**src/rtl/ltc2195_pkg.sv**
```systemverilog
// Shared definitions for the LTC2195 power-up / re-train sequencer:
// FSM state encodings, ADC SPI register map and command-table indices.
package ltc2195_pkg;

    typedef logic [2:0] state_t;

    localparam state_t ST_IDLE   = 3'd0;
    localparam state_t ST_CMD    = 3'd1;
    localparam state_t ST_GAP    = 3'd2;
    localparam state_t ST_SETTLE = 3'd3;
    localparam state_t ST_CHECK  = 3'd4;
    localparam state_t ST_DONE   = 3'd5;
    localparam state_t ST_FAIL   = 3'd6;

    localparam logic [15:0] REG_RESET  = 16'h0000;
    localparam logic [15:0] REG_TP_MSB = 16'h0003;
    localparam logic [15:0] REG_TP_LSB = 16'h0004;

    localparam int          OUTTEST_BIT     = 7;
    localparam logic [15:0] SOFT_RESET_DATA = 16'h0080;

    localparam logic [1:0] CMD_SOFT_RESET = 2'd0;
    localparam logic [1:0] CMD_TP_LSB     = 2'd1;
    localparam logic [1:0] CMD_TP_ON      = 2'd2;
    localparam logic [1:0] CMD_TP_OFF     = 2'd3;

endpackage

```
**src/rtl/ltc2195_cmd_rom.sv**
```systemverilog
// Combinational command table: maps a command index to the SPI
// register address and data word sent to the LTC2195 block.
module ltc2195_cmd_rom
    import ltc2195_pkg::*;
#(
    parameter logic [15:0] TEST_PATTERN = 16'h2A55
) (
    input  logic [1:0]  idx_i,
    output logic [15:0] addr_o,
    output logic [15:0] data_o
);

    always_comb begin
        addr_o = REG_RESET;
        data_o = SOFT_RESET_DATA;
        case (idx_i)
            CMD_TP_LSB: begin
                addr_o = REG_TP_LSB;
                data_o = {8'h00, TEST_PATTERN[7:0]};
            end
            CMD_TP_ON: begin
                // Pattern MSBs share the register with the OUTTEST enable bit.
                addr_o = REG_TP_MSB;
                data_o = {8'h00, 1'b0, TEST_PATTERN[14:8]};
                data_o[OUTTEST_BIT] = 1'b1;
            end
            CMD_TP_OFF: begin
                addr_o = REG_TP_MSB;
                data_o = 16'h0000;
            end
            default: begin
                addr_o = REG_RESET;
                data_o = SOFT_RESET_DATA;
            end
        endcase
    end

endmodule

```
**src/rtl/ltc2195_init_seq.sv**
```systemverilog
// LTC2195 link trainer: soft-resets the ADC, enables its test pattern,
// verifies the deserialised words, then disables the pattern (with retries).
module ltc2195_init_seq
    import ltc2195_pkg::*;
#(
    parameter int          CMD_GAP       = 256,
    parameter int          SETTLE_CYCLES = 1024,
    parameter int          CHECK_COUNT   = 64,
    parameter int          CHECK_TIMEOUT = 8192,
    parameter int          MAX_RETRIES   = 3,
    parameter logic [15:0] TEST_PATTERN  = 16'h2A55,
    parameter logic [3:0]  FR_EXPECT     = 4'b0011
) (
    input  logic        clk_in,
    input  logic        rst_in,
    input  logic        start_in,
    input  logic [15:0] ADC0_in,
    input  logic [15:0] ADC1_in,
    input  logic [3:0]  FR_in,
    output logic        cmd_trig_out,
    output logic [15:0] cmd_addr_out,
    output logic [15:0] cmd_data_out,
    output logic        ready_out,
    output logic        fail_out,
    output logic        frame_err_out,
    output logic [1:0]  retry_out,
    output logic [2:0]  dbg_state_out
);

    localparam int WAIT_MAX = (CMD_GAP > SETTLE_CYCLES) ? CMD_GAP : SETTLE_CYCLES;
    localparam int CW = $clog2(WAIT_MAX + 1);
    localparam int MW = $clog2(CHECK_COUNT + 1);
    localparam int TW = $clog2(CHECK_TIMEOUT + 1);
    localparam int RW = (MAX_RETRIES < 1) ? 1 : $clog2(MAX_RETRIES + 1);

    localparam logic [CW-1:0] GAP_LAST    = CW'(CMD_GAP - 1);
    localparam logic [CW-1:0] SETTLE_LAST = CW'(SETTLE_CYCLES - 1);
    localparam logic [MW-1:0] MATCH_LIM   = MW'(CHECK_COUNT);
    localparam logic [TW-1:0] TIMEOUT_LIM = TW'(CHECK_TIMEOUT);
    localparam logic [RW-1:0] RETRY_LIM   = RW'(MAX_RETRIES);
    // The ADC ignores bit 15 of the programmed pattern and sends it as 0.
    localparam logic [15:0]   EXP_WORD    = {1'b0, TEST_PATTERN[14:0]};

    state_t        state_q, state_d;
    logic [1:0]    idx_q, idx_d;
    logic [CW-1:0] cnt_q, cnt_d;
    logic [MW-1:0] match_q, match_d, match_inc, match_nx;
    logic [TW-1:0] tmo_q, tmo_d, tmo_inc;
    logic [RW-1:0] retry_q, retry_d;
    logic          trig_q, trig_d;
    logic [15:0]   addr_q, addr_d, data_q, data_d;
    logic          ready_q, ready_d, fail_q, fail_d, ferr_q, ferr_d;
    logic [15:0]   rom_addr, rom_data;
    logic          word_ok;

    ltc2195_cmd_rom #(.TEST_PATTERN(TEST_PATTERN)) u_rom (
        .idx_i  (idx_d),
        .addr_o (rom_addr),
        .data_o (rom_data)
    );

    always_comb begin
        word_ok   = (ADC0_in == EXP_WORD) && (ADC1_in == EXP_WORD) && (FR_in == FR_EXPECT);
        match_inc = (match_q == MATCH_LIM) ? match_q : match_q + MW'(1);
        match_nx  = word_ok ? match_inc : '0;
        tmo_inc   = (tmo_q == TIMEOUT_LIM) ? tmo_q : tmo_q + TW'(1);

        state_d = state_q;
        idx_d   = idx_q;
        cnt_d   = cnt_q;
        match_d = match_q;
        tmo_d   = tmo_q;
        retry_d = retry_q;
        addr_d  = addr_q;
        data_d  = data_q;
        ready_d = ready_q;
        fail_d  = fail_q;
        ferr_d  = ferr_q;

        case (state_q)
            ST_IDLE: begin
                state_d = ST_CMD;
                idx_d   = CMD_SOFT_RESET;
            end
            ST_CMD: begin
                state_d = ST_GAP;
                cnt_d   = '0;
            end
            ST_GAP: begin
                if (cnt_q >= GAP_LAST) begin
                    cnt_d = '0;
                    case (idx_q)
                        CMD_SOFT_RESET: begin state_d = ST_CMD; idx_d = CMD_TP_LSB; end
                        CMD_TP_LSB:     begin state_d = ST_CMD; idx_d = CMD_TP_ON;  end
                        CMD_TP_ON:      state_d = ST_SETTLE;
                        default: begin
                            state_d = ST_DONE;
                            ready_d = 1'b1;
                        end
                    endcase
                end else begin
                    cnt_d = cnt_q + CW'(1);
                end
            end
            ST_SETTLE: begin
                if (cnt_q >= SETTLE_LAST) begin
                    state_d = ST_CHECK;
                    cnt_d   = '0;
                    match_d = '0;
                    tmo_d   = '0;
                end else begin
                    cnt_d = cnt_q + CW'(1);
                end
            end
            ST_CHECK: begin
                match_d = match_nx;
                tmo_d   = tmo_inc;
                // A pass on the same cycle as the timeout takes priority.
                if (match_nx == MATCH_LIM) begin
                    state_d = ST_CMD;
                    idx_d   = CMD_TP_OFF;
                end else if (tmo_inc == TIMEOUT_LIM) begin
                    if (retry_q < RETRY_LIM) begin
                        retry_d = retry_q + RW'(1);
                        state_d = ST_CMD;
                        idx_d   = CMD_SOFT_RESET;
                    end else begin
                        state_d = ST_FAIL;
                        fail_d  = 1'b1;
                    end
                end
            end
            ST_DONE, ST_FAIL: begin
                if (state_q == ST_DONE && FR_in != FR_EXPECT) begin
                    ferr_d = 1'b1;
                end
                if (start_in) begin
                    state_d = ST_CMD;
                    idx_d   = CMD_SOFT_RESET;
                    ready_d = 1'b0;
                    fail_d  = 1'b0;
                    ferr_d  = 1'b0;
                    retry_d = '0;
                end
            end
            default: state_d = ST_IDLE;
        endcase

        // Address/data are captured on entry to CMD and held until the next command.
        trig_d = (state_d == ST_CMD);
        if (trig_d) begin
            addr_d = rom_addr;
            data_d = rom_data;
        end
    end

    always_ff @(posedge clk_in or posedge rst_in) begin
        if (rst_in) begin
            state_q <= ST_IDLE;
            idx_q   <= '0;
            cnt_q   <= '0;
            match_q <= '0;
            tmo_q   <= '0;
            retry_q <= '0;
            trig_q  <= 1'b0;
            addr_q  <= '0;
            data_q  <= '0;
            ready_q <= 1'b0;
            fail_q  <= 1'b0;
            ferr_q  <= 1'b0;
        end else begin
            state_q <= state_d;
            idx_q   <= idx_d;
            cnt_q   <= cnt_d;
            match_q <= match_d;
            tmo_q   <= tmo_d;
            retry_q <= retry_d;
            trig_q  <= trig_d;
            addr_q  <= addr_d;
            data_q  <= data_d;
            ready_q <= ready_d;
            fail_q  <= fail_d;
            ferr_q  <= ferr_d;
        end
    end

    assign cmd_trig_out  = trig_q;
    assign cmd_addr_out  = addr_q;
    assign cmd_data_out  = data_q;
    assign ready_out     = ready_q;
    assign fail_out      = fail_q;
    assign frame_err_out = ferr_q;
    assign retry_out     = (32'(retry_q) >= 3) ? 2'd3 : 2'(retry_q);
    assign dbg_state_out = state_q;

endmodule

```
**config.mk**
```make
export PLATFORM = sky130hd
export DESIGN_NAME = ltc2195_init_seq
export DESIGN_NICKNAME = d
export VERILOG_FILES = /design/src/rtl/ltc2195_pkg.sv /design/src/rtl/ltc2195_cmd_rom.sv /design/src/rtl/ltc2195_init_seq.sv
export SDC_FILE = /design/constraint.sdc
export NUM_CORES = 1
export LEC_CHECK = 0
export CORE_AREA = 3 3 88 90
export DETAILED_ROUTE_END_ITERATION = 16
export DIE_AREA = 0 0 91 93
export DONT_BUFFER_PORTS = 1
export PLACE_DENSITY_LB_ADDON = 0.15
export SLEW_MARGIN = 20
export SYNTH_ARGS = -nofsm -noshare
export SYNTH_HDL_FRONTEND = slang
export SYNTH_SLANG_ARGS = --single-unit
```
**constraint.sdc**
```tcl
create_clock -name clk_in -period 2.8 [get_ports clk_in]
set_clock_uncertainty 0.05 [all_clocks]
set_input_delay 0.28 -clock clk_in [delete_from_list [all_inputs] [get_ports clk_in]]
set_output_delay 0.28 -clock clk_in [all_outputs]
set_load 0.02 [all_outputs]
```
After elaboration in Yosys (flattened, before gate mapping)
Index checks and enable logic that the tools add are counted.
{ "word_totals": {"ff_bits": 75, "in_bits": 39, "output_inout_bits": 41, "elab_cells": 110} }
{ "op_classes": {"add_sub_neg": 4, "order_cmp": 4, "n_eq_ne": 28, "mux": 43, "n_reduce_logical": 19} }
{ "op_table": {"columns": ["op", "count"], "rows": [
  ["$pmux 11 s3", 1],
  ["$eq 16x14->1 const B", 2],
  ["$eq 14x14->1 const B", 2],
  ["$mux 14", 2],
  ["$pmux 14 s2", 1],
  ["$pmux 8 s3", 1],
  ["$mux 11", 2],
  ["$mux 7", 3],
  ["$mux 2", 10],
  ["$mux 3", 6],
  ["$pmux 3 s6", 1],
  ["$ne 2x2->1 const B", 8],
  ["$add 14x1->14 const B", 1],
  ["$eq 7x7->1 const B", 2],
  ["$pmux 7 s2", 1],
  ["$pmux 3 s2", 2],
  ["$add 11x1->11 const B", 1],
  ["$ge 11x10->1 const B", 1],
  ["$ge 11x8->1 const B", 1],
  ["$reduce_and 5->1", 2],
  ["$eq 3x3->1 const B", 3],
  ["$mux 1", 8],
  ["$pmux 2 s2", 2],
  ["$pmux 2 s4", 1],
  ["20 further kinds", 34]
]} }

Longest topological paths before layout
{ "depth": {"ltp_word": 10, "ltp_mapped": 10, "ltp_nobuf": 10} }

Cells and area by module
Synthesis repeated with hierarchy kept, for this count alone.
{ "unflattened": {"cells_unflattened": 456, "hier_area_um2": 4426.7} }
{ "modules_own_cells": {"columns": ["mod", "instances", "cells_per_inst", "area_per_inst_um2", "seq_area_each_um2"], "rows": [
  ["ltc2195_init_seq", 1, 423, 4190.3, 1876.8],
  ["ltc2195_cmd_rom", 1, 33, 236.5, 0.0]
]} }

Least setup slack after synthesis
OpenSTA, ideal clock, no wires.
{ "synth_timing": {"path_kind": "reg-to-reg", "startpoint": "reg tmo_q[0]", "endpoint": "reg retry_q[0]", "setup_time_ps": 118, "t_arrival_ps": 2450, "required_ps": 2632, "setup_slack_ps": 182, "path_stages_with_launch": 11, "path_buffers": 1, "synth_period_minus_slack_ps": 2618, "cell_sequence": "dfrtp_1 -> ha_1 -> and4_1 -> buf_6 -> and4_1 -> o21ai_1 -> a2bb2oi_1 -> nor4_4 -> o41ai_1 -> a221o_1 -> a21o_1"} }
{ "synth_via": {"elab_chain_cells": 5, "word_cells_on_any_way": 6, "classes_between": "add/sub (1); eq/ne (3); mux (1); reduce/logical (1)"} }
{ "synth_rtl": {"columns": ["item", "line", "rtl"], "rows": [
  ["from (decl)", "ltc2195_init_seq.sv:48", "logic [TW-1:0] tmo_q, tmo_d, tmo_inc;"],
  ["from (signal assigned)", "ltc2195_init_seq.sv:176", "tmo_q <= tmo_d;"],
  ["$add 14x1->14 or $eq 14x14->1 (tied branches)", "ltc2195_init_seq.sv:66", "tmo_inc = (tmo_q == TIMEOUT_LIM) ? tmo_q : tmo_q + TW'(1);"],
  ["$mux 14 (*)", "ltc2195_init_seq.sv:66", null],
  ["$eq 14x14->1 (*)", "ltc2195_init_seq.sv:122", "end else if (tmo_inc == TIMEOUT_LIM) begin"],
  ["$ne 2x2->1 (no source line) (*)", null, null],
  ["$reduce_and 5->1 (no source line) (*)", null, null],
  ["to (signal assigned)", "ltc2195_init_seq.sv:177", "retry_q <= retry_d;"],
  ["to (decl)", "ltc2195_init_seq.sv:49", "logic [RW-1:0] retry_q, retry_d;"]
]} }
Every way passes the cells marked *; elsewhere a longest branch is shown, timed or not.
A chain may end at the register's enable or synchronous reset.

Final worst setup path
{ "layout_timing": {"startpoint": "reg tmo_q[8]", "endpoint": "reg data_q[5] (netlist: cmd_data_out[5])"} }
{ "layout_via": {"elab_chain_cells": 8, "word_cells_on_any_way": 15, "classes_between": "add/sub (1); eq/ne (6); mux (8)"} }
{ "layout_rtl": {"columns": ["item", "line", "rtl"], "rows": [
  ["$add 14x1->14 or $eq 14x14->1 (tied branches)", "ltc2195_init_seq.sv:66", null],
  ["$mux 14 (*)", "ltc2195_init_seq.sv:66", null],
  ["$eq 14x14->1 (*)", "ltc2195_init_seq.sv:122", null],
  ["$mux 2", "ltc2195_init_seq.sv:122", null],
  ["$mux 2", "ltc2195_init_seq.sv:119", "if (match_nx == MATCH_LIM) begin"],
  ["$pmux 2 s4", "ltc2195_init_seq.sv:80", "case (state_q)"],
  ["$eq 2x2->1 or $eq 2x1->1 (tied branches)", "ltc2195_cmd_rom.sv:16", "case (idx_i)"],
  ["$pmux 8 s3", "ltc2195_cmd_rom.sv:16", null],
  ["to (signal assigned)", "ltc2195_init_seq.sv:180", "data_q <= data_d;"],
  ["to (decl)", "ltc2195_init_seq.sv:51", "logic [15:0] addr_q, addr_d, data_q, data_d;"]
]} }
Marked as above.

==> results.yml <==
floorplan:
  core-area_sq_mm: 0.00714
  num_rows: 31
  die_y_microns: 93
  io_pins: 80
  die-width_microns: 91
  die_area_sq_mm: 0.00846
  initial_core_util: 0.485
sta:
  fmaxAchievable_mhz: 369
  hold_viol_final: 47
  post-route-period-util: 0.967
  grt_setup_unrepaired: "yes"
  worst_pin_slew_ps: 915
  setup_violations: 0
  slew_violations: 0
  slew_headroom: 0.390
  setup_tns_ps: 0
  fin_hold_ws_ps: -55.3
  worst_slack_ps: 91.7
  final.min_clock_period_ps: 2710
layout:
  drive_gt1_frac: 0.181
  layout_common_cells: "48 x o21ai_0, 44 x dfrtp_1, 35 x nand2_1"
  nets: 468
  area_delta_synth_final_pct: 8.54
  n_antenna_cell: 0
  n_fill_cell: 676
  final_common_cell: "o21ai_0"
  finalNonFillerCells: 520
  final_area_sq_mm: 0.00375
clocking:
  clockBufferDepth: 2
  clkSinkCount: 47
  cts_hold_buf: 0
  htree_num_levels: 2
  clk_latency_ps: 310
  root_buffer: "clkbuf_8"
  cts-buffers-inserted: 5
  path_clk_slew_ps: 90
  cts_tree: "yes"
power:
  max-vdd-ir-drop_mv: 0.169
  power_density_mw_per_mm2: 331
  p_leak_uw: 0.00157
yosys:
  ys.flop_type: "dfrtp_1"
  syn_avg_cell_area_sq_um: 8.52
  synth_edf_count: 0
  yosys_warnings: 0
  synthArstFlopShare: 1.00
  syn_inst: 406
  ys_seq_area_frac: 0.340
  ys_ff_latch: 47
  synth_area_sq_mm: 0.00346
  synth_cell_types: 70
setup_path:
  cp.arrival_ps: 2860
  crit_type: "register to register"
  crit_required_ps: 2950
  crit_path_end_kind: "register"
  crit_fanout: 7
  startpoint_type: "register"
placement:
  dpl.cell_count: 508
  dp_slack_ps: 44.4
  numPortBuffers: 0
  place_hpwl_mm: 5.98
  dpl_cell_area_sq_mm: 0.00354
  place_congestion: 0.865
drt:
  dr.pass1.iters: 5
  ant_nets: 0
  drc: 0
  vias_per_cell: 5.77
  drt_iter0_markers: 127
  vias: 3002
  drt-total-wl_mm: 8.13
  routedWlPerCell_microns: 15.6
global_routing:
  grt_max_degree: 48
  overflow: 0
  grt_usage: 0.192
  antenna_found_initial: 0
  grt_pass1_vias: 2814
  grt_pass1_wl_mm: 13.4
min_path:
  hp-class: "primary input to async pin"
run_status:
  outcome: "complete, but fails checks"
  violations: "negative hold slack"
run:
  max_cap_violations: 0
[area by class of cell]
class,instances,area (sq um),area share
clock buffers,5,68.8,0.0183
clock inverters,3,43.8,0.0117
inverters,20,76.3,0.0203
multi-input cells,315,2030,0.540
flip-flops and latches,47,1180,0.314
well taps,99,124,0.0330
repair buffers,31,233,0.0620
[path summary, 6_finish.rpt]
| path | start | to | slack (ps) | cells after the start |
|---|---|---|---|---|
| min in group clk_in | start_in | frame_err_out | 120 | 3 |
| max in group asynchronous | rst_in | tmo_q[2] | 2200 | 1 |
| worst max register to register | tmo_q[8] | cmd_data_out[5] | 90 | 9 |
| worst min register to register | cnt_q[5] | cnt_q[5] | 470 | 1 |
| worst min-delay path | rst_in | tmo_q[11] | -60 | 1 |
| worst max-delay path | tmo_q[8] | cmd_data_out[5] | 90 | 9 |
[registers in the layout (all words and copies together), names as in the netlist]
name	flops
cmd_trig_out	1
fail_out	1
cmd_addr_out	1
dbg_state_out	3
cmd_data_out	3
match_q	7
idx_q	2
retry_q	2
frame_err_out	1
tmo_q	14
ready_out	1
cnt_q	11
[synthesized netlist by cell type, types with 3 or more instances]
cell / n / area share
mux2i_1: 3 / 0.0087
nor4bb_1: 3 / 0.0087
buf_6: 6 / 0.020
xor2_1: 6 / 0.015
clkbuf_1: 6 / 0.0065
a21o_1: 5 / 0.011
ha_1: 9 / 0.033
buf_4: 30 / 0.065
nand3_1: 18 / 0.026
and2_1: 4 / 0.0072
nand4_1: 8 / 0.014
nor3_1: 11 / 0.016
nor4_1: 4 / 0.0072
o21ai_0: 50 / 0.072
inv_1: 20 / 0.022
o31ai_1: 9 / 0.020
a22o_1: 6 / 0.015
nor2b_1: 6 / 0.011
a21oi_1: 13 / 0.019
dfrtp_1: 47 / 0.34
or2_2: 3 / 0.0054
and4_1: 4 / 0.010
nand2_1: 36 / 0.039
a31oi_1: 5 / 0.0090
nor4b_1: 3 / 0.0076
nor2_1: 29 / 0.031
o211ai_1: 3 / 0.0065
[worst max-delay path: stages (launching register included)]
cell       delay [ps]
dfrtp_1           490
xor2_1            180
or4_4             430
a21oi_2           220
o2111ai_2         200
nor4_4            350
buf_4             170
o211ai_2          130
buf_4             180
a22o_1            220
[logic make-up (layout without fill, tap and decap cells)]
kind of cell    after synthesis  in the layout  share of synthesized area
simple gates                156            156                      0.260
compound gates              117            117                      0.218
buf+inv                      64             59                      0.115
flops                        47             47                      0.340
mux                           4              4                     0.0119
other cells                   1             21                    0.00108
fa+ha+maj                     9              9                     0.0326
xor+xnor                      8              8                     0.0203
[metrics by stage]
step                      utilization  total power (uW)
after floorplan                     -               756
after global placement          0.495               739
after detailed placement        0.495               739
after CTS                       0.511              1250
after global routing            0.526              1280
final                           0.526              1240
[per-layer routing]
layer / part of all wire / track usage / up-vias
met5: 0 / 0 / -
met4: 0.0085 / 0.0515 / 0
met3: 0.050 / 0.0386 / 6
met2: 0.47 / 0.306 / 83
met1: 0.47 / 0.266 / 1444
li1: - / - / 1469
[report_power, final]
group	internal (uW)	total, uW	switching [uW]
clock network	266	516	250
registers	678	678	0.000194
logic	5.20	47.0	41.8
total	950	1240	292
[timing repair]
item / CTS / global route
buffers inserted: 0 / 4
resized for setup: 0 / 19
endpoints found under the setup margin: 0 / 9
(Power assumes the default switching activity.)
